--- config.mk ---
export PLATFORM = sky130hd
export DESIGN_NAME = leaf_out_port_arbiter_flat
export DESIGN_NICKNAME = d
export VERILOG_FILES = /design/src/rtl/leaf_out_port_arbiter_pkg.sv /design/src/rtl/leaf_out_port_arbiter_if.sv /design/src/rtl/leaf_out_port_arbiter_rr_pick_next.sv /design/src/rtl/leaf_out_port_arbiter.sv /design/src/flat_wrapper.sv
export SDC_FILE = /design/constraint.sdc
export NUM_CORES = 1
export LEC_CHECK = 0
export CAP_MARGIN = 30
export CORE_AREA = 2 2 322 324
export DETAILED_ROUTE_END_ITERATION = 6
export DIE_AREA = 0 0 324 326
export GPL_ROUTABILITY_DRIVEN = 0
export GPL_TIMING_DRIVEN = 1
export MAX_ROUTING_LAYER = met4
export SLEW_MARGIN = 30
export SYNTH_ARGS = -nofsm -noshare
export SYNTH_HDL_FRONTEND = slang
export SYNTH_SLANG_ARGS = --single-unit
--- constraint.sdc ---
create_clock -name clk -period 6.9 [get_ports clk]
set_clock_uncertainty 0.2 [all_clocks]
set_input_delay 1.725 -clock clk [delete_from_list [all_inputs] [get_ports clk]]
set_output_delay 1.725 -clock clk [all_outputs]
set_load 0.01 [all_outputs]
--- src/rtl/leaf_out_port_arbiter_pkg.sv ---
// Shared constants, state encoding and helpers for the leaf output port
// cluster and its round-robin read arbiter.
package leaf_out_port_arbiter_pkg;

  localparam int PACKET_BITS   = 97;
  localparam int NUM_OUT_PORTS = 7;
  localparam int PORT_SEL_BITS = 3;
  localparam int MAX_BURST     = 4;
  localparam int CNT_BITS      = 32;
  // Needs to hold the value MAX_BURST itself, not just MAX_BURST-1.
  localparam int BURST_BITS    = $clog2(MAX_BURST + 1);

  typedef enum logic [1:0] {
    ST_IDLE,
    ST_READ,
    ST_CAPTURE,
    ST_SEND
  } arb_state_t;

  typedef logic [PACKET_BITS-1:0]                      pkt_t;
  typedef logic [NUM_OUT_PORTS-1:0]                    port_vec_t;
  typedef logic [PORT_SEL_BITS-1:0]                    port_sel_t;
  // Packed so that port i sits at [PACKET_BITS*(i+1)-1 : PACKET_BITS*i].
  typedef logic [NUM_OUT_PORTS-1:0][PACKET_BITS-1:0]   pkt_arr_t;

  // One-hot decode of a port index; out-of-range indices decode to zero.
  function automatic port_vec_t port_onehot(input port_sel_t sel);
    port_vec_t v;
    v = '0;
    for (int i = 0; i < NUM_OUT_PORTS; i++)
      if (port_sel_t'(i) == sel) v[i] = 1'b1;
    return v;
  endfunction

endpackage

--- src/rtl/leaf_out_port_arbiter_if.sv ---
// FIFO-side and stream-side signals of the output port arbiter.
// master = arbiter, slave = FIFO cluster / downstream switch.
interface leaf_out_port_arbiter_if;
  import leaf_out_port_arbiter_pkg::*;

  port_vec_t empty;         // per-port FIFO empty flags
  pkt_arr_t  internal_out;  // per-port FIFO head data (1-cycle read latency)
  port_vec_t rd_en_sel;     // one-hot pop strobe
  pkt_t      pkt_out;       // captured packet
  logic      pkt_vld;
  logic      pkt_rdy;
  port_sel_t grant_idx;     // port that sourced pkt_out

  modport master (
    input  empty, internal_out, pkt_rdy,
    output rd_en_sel, pkt_out, pkt_vld, grant_idx
  );

  modport slave (
    output empty, internal_out, pkt_rdy,
    input  rd_en_sel, pkt_out, pkt_vld, grant_idx
  );

endinterface

--- src/rtl/leaf_out_port_arbiter_rr_pick_next.sv ---
// Rotate-priority encoder: first requesting port strictly after `last`,
// wrapping modulo N. `last` itself has the lowest priority.
module rr_pick_next
  import leaf_out_port_arbiter_pkg::*;
#(
  parameter int N = NUM_OUT_PORTS,
  parameter int W = PORT_SEL_BITS
) (
  input  logic [N-1:0] req,
  input  logic [W-1:0] last,
  output logic [W-1:0] next,
  output logic         any
);

  // Scan offsets 1..N from last; the first hit wins.
  always_comb begin : scan
    int idx;
    idx  = 0;
    any  = 1'b0;
    next = '0;
    for (int k = 1; k <= N; k++) begin
      idx = (int'(last) + k) % N;
      if (!any && req[idx]) begin
        any  = 1'b1;
        next = W'(idx);
      end
    end
  end

endmodule

--- src/rtl/leaf_out_port_arbiter.sv ---
// Round-robin read scheduler for the per-leaf output port cluster.
// Pops one granted FIFO at a time, captures its packet and presents it on a
// valid/ready stream; bursts up to MAX_BURST packets per grant.
module leaf_out_port_arbiter
  import leaf_out_port_arbiter_pkg::*;
(
  input  logic                         clk,
  input  logic                         reset,
  leaf_out_port_arbiter_if.master      bus,
  input  logic                         is_done_mode,
  output logic                         arb_idle,
  output logic [CNT_BITS-1:0]          pkt_fwd_cnt
);

  arb_state_t            state;
  port_sel_t             grant_idx;
  port_sel_t             last_grant;
  logic [BURST_BITS-1:0] burst_cnt;
  pkt_t                  pkt_out;
  logic                  pkt_vld;

  port_sel_t             pick_idx;
  logic                  pick_any;

  rr_pick_next #(
    .N (NUM_OUT_PORTS),
    .W (PORT_SEL_BITS)
  ) u_pick (
    .req  (~bus.empty),
    .last (last_grant),
    .next (pick_idx),
    .any  (pick_any)
  );

  // Pop strobe and idle flag are decoded from registers only, so neither
  // empty nor pkt_rdy has a combinational path to the outputs.
  assign bus.rd_en_sel = (state == ST_READ) ? port_onehot(grant_idx) : '0;
  assign arb_idle      = (state == ST_IDLE);
  assign bus.pkt_out   = pkt_out;
  assign bus.pkt_vld   = pkt_vld;
  assign bus.grant_idx = grant_idx;

  // Arbitration FSM with capture register, burst limit and forward counter.
  always_ff @(posedge clk) begin
    if (reset) begin
      state       <= ST_IDLE;
      grant_idx   <= '0;
      last_grant  <= port_sel_t'(NUM_OUT_PORTS - 1);
      burst_cnt   <= '0;
      pkt_out     <= '0;
      pkt_vld     <= 1'b0;
      pkt_fwd_cnt <= '0;
    end else begin
      case (state)
        ST_IDLE: begin
          if (!is_done_mode && pick_any) begin
            grant_idx <= pick_idx;
            burst_cnt <= BURST_BITS'(1);
            state     <= ST_READ;
          end
        end
        ST_READ: begin
          state <= ST_CAPTURE;
        end
        ST_CAPTURE: begin
          // FIFO data is valid the cycle after the pop.
          pkt_out <= bus.internal_out[grant_idx];
          pkt_vld <= 1'b1;
          state   <= ST_SEND;
        end
        ST_SEND: begin
          if (bus.pkt_rdy) begin
            pkt_vld     <= 1'b0;
            pkt_fwd_cnt <= pkt_fwd_cnt + CNT_BITS'(1);
            last_grant  <= grant_idx;
            if (!is_done_mode && !bus.empty[grant_idx] &&
                burst_cnt < BURST_BITS'(MAX_BURST)) begin
              burst_cnt <= burst_cnt + BURST_BITS'(1);
              state     <= ST_READ;
            end else begin
              burst_cnt <= '0;
              state     <= ST_IDLE;
            end
          end
        end
        default: state <= ST_IDLE;
      endcase
    end
  end

endmodule

--- src/flat_wrapper.sv ---
// flat-port wrapper written by rule: the top's interface ports become plain ports
module leaf_out_port_arbiter_flat import leaf_out_port_arbiter_pkg::*;
  (clk, reset, is_done_mode, arb_idle, pkt_fwd_cnt, bus_empty, bus_internal_out, bus_pkt_rdy, bus_rd_en_sel, bus_pkt_out, bus_pkt_vld, bus_grant_idx);
  leaf_out_port_arbiter_if bus_i ();
  input  logic clk;
  input  logic reset;
  input  logic is_done_mode;
  output logic arb_idle;
  output logic [CNT_BITS-1:0] pkt_fwd_cnt;
  input wire logic [$bits(bus_i.empty)-1:0] bus_empty;
  input wire logic [$bits(bus_i.internal_out)-1:0] bus_internal_out;
  input wire logic [$bits(bus_i.pkt_rdy)-1:0] bus_pkt_rdy;
  output wire logic [$bits(bus_i.rd_en_sel)-1:0] bus_rd_en_sel;
  output wire logic [$bits(bus_i.pkt_out)-1:0] bus_pkt_out;
  output wire logic [$bits(bus_i.pkt_vld)-1:0] bus_pkt_vld;
  output wire logic [$bits(bus_i.grant_idx)-1:0] bus_grant_idx;
  assign bus_i.empty = bus_empty;
  assign bus_i.internal_out = bus_internal_out;
  assign bus_i.pkt_rdy = bus_pkt_rdy;
  assign bus_rd_en_sel = bus_i.rd_en_sel;
  assign bus_pkt_out = bus_i.pkt_out;
  assign bus_pkt_vld = bus_i.pkt_vld;
  assign bus_grant_idx = bus_i.grant_idx;
  leaf_out_port_arbiter u_core (.clk(clk), .reset(reset), .bus(bus_i), .is_done_mode(is_done_mode), .arb_idle(arb_idle), .pkt_fwd_cnt(pkt_fwd_cnt));
endmodule
==> results_dict.tcl <==
set metrics [dict create \
    grt_pass1_vias 14700 \
    rsz0062_at_grt "false" \
    num_rows 118 \
    ff2ff_setup_slack_ns 1.39 \
    critPathKind "reg -> reg" \
    clock_sinks 141 \
    grtUsageMet1 0.188 \
    whs_path_depth 2 \
    core_area_sq_mm 0.103 \
    htree_levels 4 \
    slew_viol_final 0 \
    fin_area_sq_mm 0.0234 \
    cp_common_cell "ha_1" \
    synth-seq-cells 141 \
    utilization 0.228 \
    max_slew_margin 0.337 \
    synth_area_leader_cell "dfxtp_1" \
    hold_viol 0 \
    path_clk_slew_ns 0.08 \
    syn-instance-count 1480 \
    whs_ns 0.269 \
    peakVddDrop_mv 0.188 \
    io_pins 831 \
    crit_buf_inv 2 \
    critPathMaxStageDelay_ns 0.78 \
    worstPathRequired_ns 7.10 \
    netlist_area_sq_mm 0.0130 \
    setup-violations-final 0 \
    final_nets 2933 \
    fp.dieArea_sq_mm 0.106 \
    tns_ns 0 \
    clockBufferDepth 2 \
    cp_max_fo 16 \
    cts_tree "built" \
    place_area_sq_mm 0.0227 \
    grt.busiest_layer "met2" \
    cp_cell_sequence "inv_1, ha_1, xor2_1, inv_2, ha_1, ha_1, a31oi_2, xnor2_1, ha_1, or3_1, nand3_1, mux2_2, o21ai_1, nor2b_1, a32oi_1, a211o_1, a311oi_2" \
    worst_slew_pin_slew_ns 0.994 \
    yosysUniqueCellTypes 81 \
    die_h_um 326 \
    vias_per_cell 4.18 \
    rr_worst_depth 17 \
    use_met3 0.0790 \
    fp.dieW_um 324 \
    powerDensity_mw_per_mm2 232 \
    dp_hpwl_um 71600 \
    use_met2 0.232 \
    syn_to_final_growth_pct 79.3 \
    synth-seq-area-share 0.217 \
    ys.flop_type "dfxtp_1" \
    ant_nets 0 \
    cts.repair.resized 0 \
    drive_above_1_share 0.0827 \
    via_count 15200 \
    finalCritPeriodShare 0.798 \
    wl_per_cell_um 23.5 \
    drc 0 \
    grt_remaining_overflow 0 \
    cp.depth 17 \
    fmax_ghz 0.182 \
    cts_buffers 17 \
    synthArstFlopShare 0 \
    synthTopCellsByArea "dfxtp_1, mux4_2, o211ai_1" \
    dr.pass1.iters 6 \
    p_leak_nw 7.28 \
    finalCriticalPeriod_ns 5.51 \
    antenna_found_initial 55 \
    cp_slowest_cell "dfxtp_1" \
    maxCapViolations 0 \
    nFillCells 11200 \
    worst_setup_path_end_kind "flop" \
    grt_max_degree 97 \
    post_cts_buffers 0 \
    yosys.area.top_type_share 0.217 \
    routed_wl_um 85600 \
    status "complete, no violations" \
    arrival_ns 5.71 \
    grt_pass1_wl_um 113000 \
    port_buffers 830 \
    initial_core_util 0.127 \
    insertion_delay_ns 0.49 \
    cts-root-buf "clkbuf_16" \
    min_path_type "reg -> reg" \
    synth.net_count 2202 \
    ys_warn_count 0 \
    synth-edff-count 0 \
    grt_usage 0.159 \
    ctsHoldBuffers 0 \
    avgSynthCellArea_sq_um 8.80 \
    drtIter0Drc 1373 \
    path_delay_family "compound AO/OA/AOI/OAI gates" \
    startpoint_type "flop" \
]
-- metal layers --
layer  vias to the layer above  wire length [um]
met5                         -                 0
met4                         0              1920
met3                        60             11100
met2                       818             37400
met1                      7186             35100
li1                       7173                 -
-- final cells by class --
| class | instances | area [sq um] | share of cell area |
|---|---|---|---|
| clock inverters | 13 | 91.3 | 0.00391 |
| multi-input cells | 1174 | 9580 | 0.410 |
| well taps | 1380 | 1730 | 0.0739 |
| clock buffers | 19 | 433 | 0.0185 |
| inverters | 30 | 113 | 0.00482 |
| diodes | 44 | 110 | 0.00472 |
| flip-flops and latches | 141 | 2830 | 0.121 |
| repair buffers | 847 | 8460 | 0.362 |
-- stage by stage --
stage | instances | setup WS, ns | total power (W)
floorplan | 1480 | 1.43 | 0.00299
global placement | 3572 | 1.66 | 0.00454
detailed placement | 3572 | 1.44 | 0.00454
CTS | 3604 | 1.41 | 0.00550
global route | 3643 | 0.971 | 0.00575
finish | 3648 | 1.39 | 0.00541
-- state kept, by name, indices dropped and copies added (netlist names) --
signal,cells
u_core.bus.grant_idx,3
u_core.last_grant,3
u_core.burst_cnt,3
u_core.pkt_fwd_cnt,32
u_core.bus.pkt_vld,1
u_core.state,2
u_core.bus.pkt_out,97
-- cells in the mapped netlist (all sizes together), types with 3 or more instances --
master	number
nand4b	3
nor2b	7
o211a	3
mux2	8
o22ai	4
and3b	3
a211oi	13
o221ai	4
nand2b	112
nand3	19
nor3	10
a21oi	133
or3	9
dfxtp	141
and2	10
mux4	100
nand4	5
nor2	63
o31ai	4
clkbuf	97
mux2i	117
a31oi	13
and3	16
buf	38
xnor2	24
a311oi	6
o211ai	201
a31o	3
xor2	17
nand3b	4
nand2	148
o21ai	23
inv	30
or2	4
and4	5
o32ai	4
a21o	8
a21boi	4
o32a	3
ha	32
-- final timing paths --
| path | startpoint | to |
|---|---|---|
| min | u_core.bus.pkt_out[59] | u_core.bus.pkt_out[59] |
| max | u_core.last_grant[0] | u_core.bus.grant_idx[0] |
| min reg2reg | u_core.bus.pkt_out[59] | u_core.bus.pkt_out[59] |
| max reg2reg | u_core.last_grant[0] | u_core.bus.grant_idx[0] |
-- report_power, final --
part	internal, W	switching, W
clock	0.000458	0.000443
sequential	0.000971	0.000161
combinational	0.00160	0.00178
-- worst reg2reg max path, stage by stage, from the launching register on --
cell,delay (ns)
dfxtp_1,0.78
inv_1,0.16
ha_1,0.29
xor2_1,0.47
inv_2,0.18
ha_1,0.23
ha_1,0.26
a31oi_2,0.19
xnor2_1,0.11
ha_1,0.27
or3_1,0.40
nand3_1,0.12
mux2_2,0.34
o21ai_1,0.41
nor2b_1,0.31
a32oi_1,0.14
a211o_1,0.31
a311oi_2,0.24
-- layout by cell type (no fill, tap or decap), types with 15 or more instances in the layout --
master and count:
a21oi_1 132, and3_1 16, buf_4 15, clkbuf_16 17, clkdlybuf4s50_1 829, dfxtp_1 138, diode_2 44, ha_1 31
inv_1 28, mux2i_1 117, mux4_2 100, nand2_1 148, nand2b_1 112, nand3_1 18, nor2_1 63, o211ai_1 200
o21ai_0 21, xnor2_1 23, xor2_1 16
-- kinds of logic after synthesis --
group           count (synthesis)  synth area share
buf+inv                       165            0.0489
compound gates                450             0.239
mux                           225             0.270
simple gates                  426             0.166
flops                         141             0.217
xor+xnor                       41            0.0287
fa+ha+maj                      32            0.0307
No activity file was read; power rests on OpenSTA's default activity.
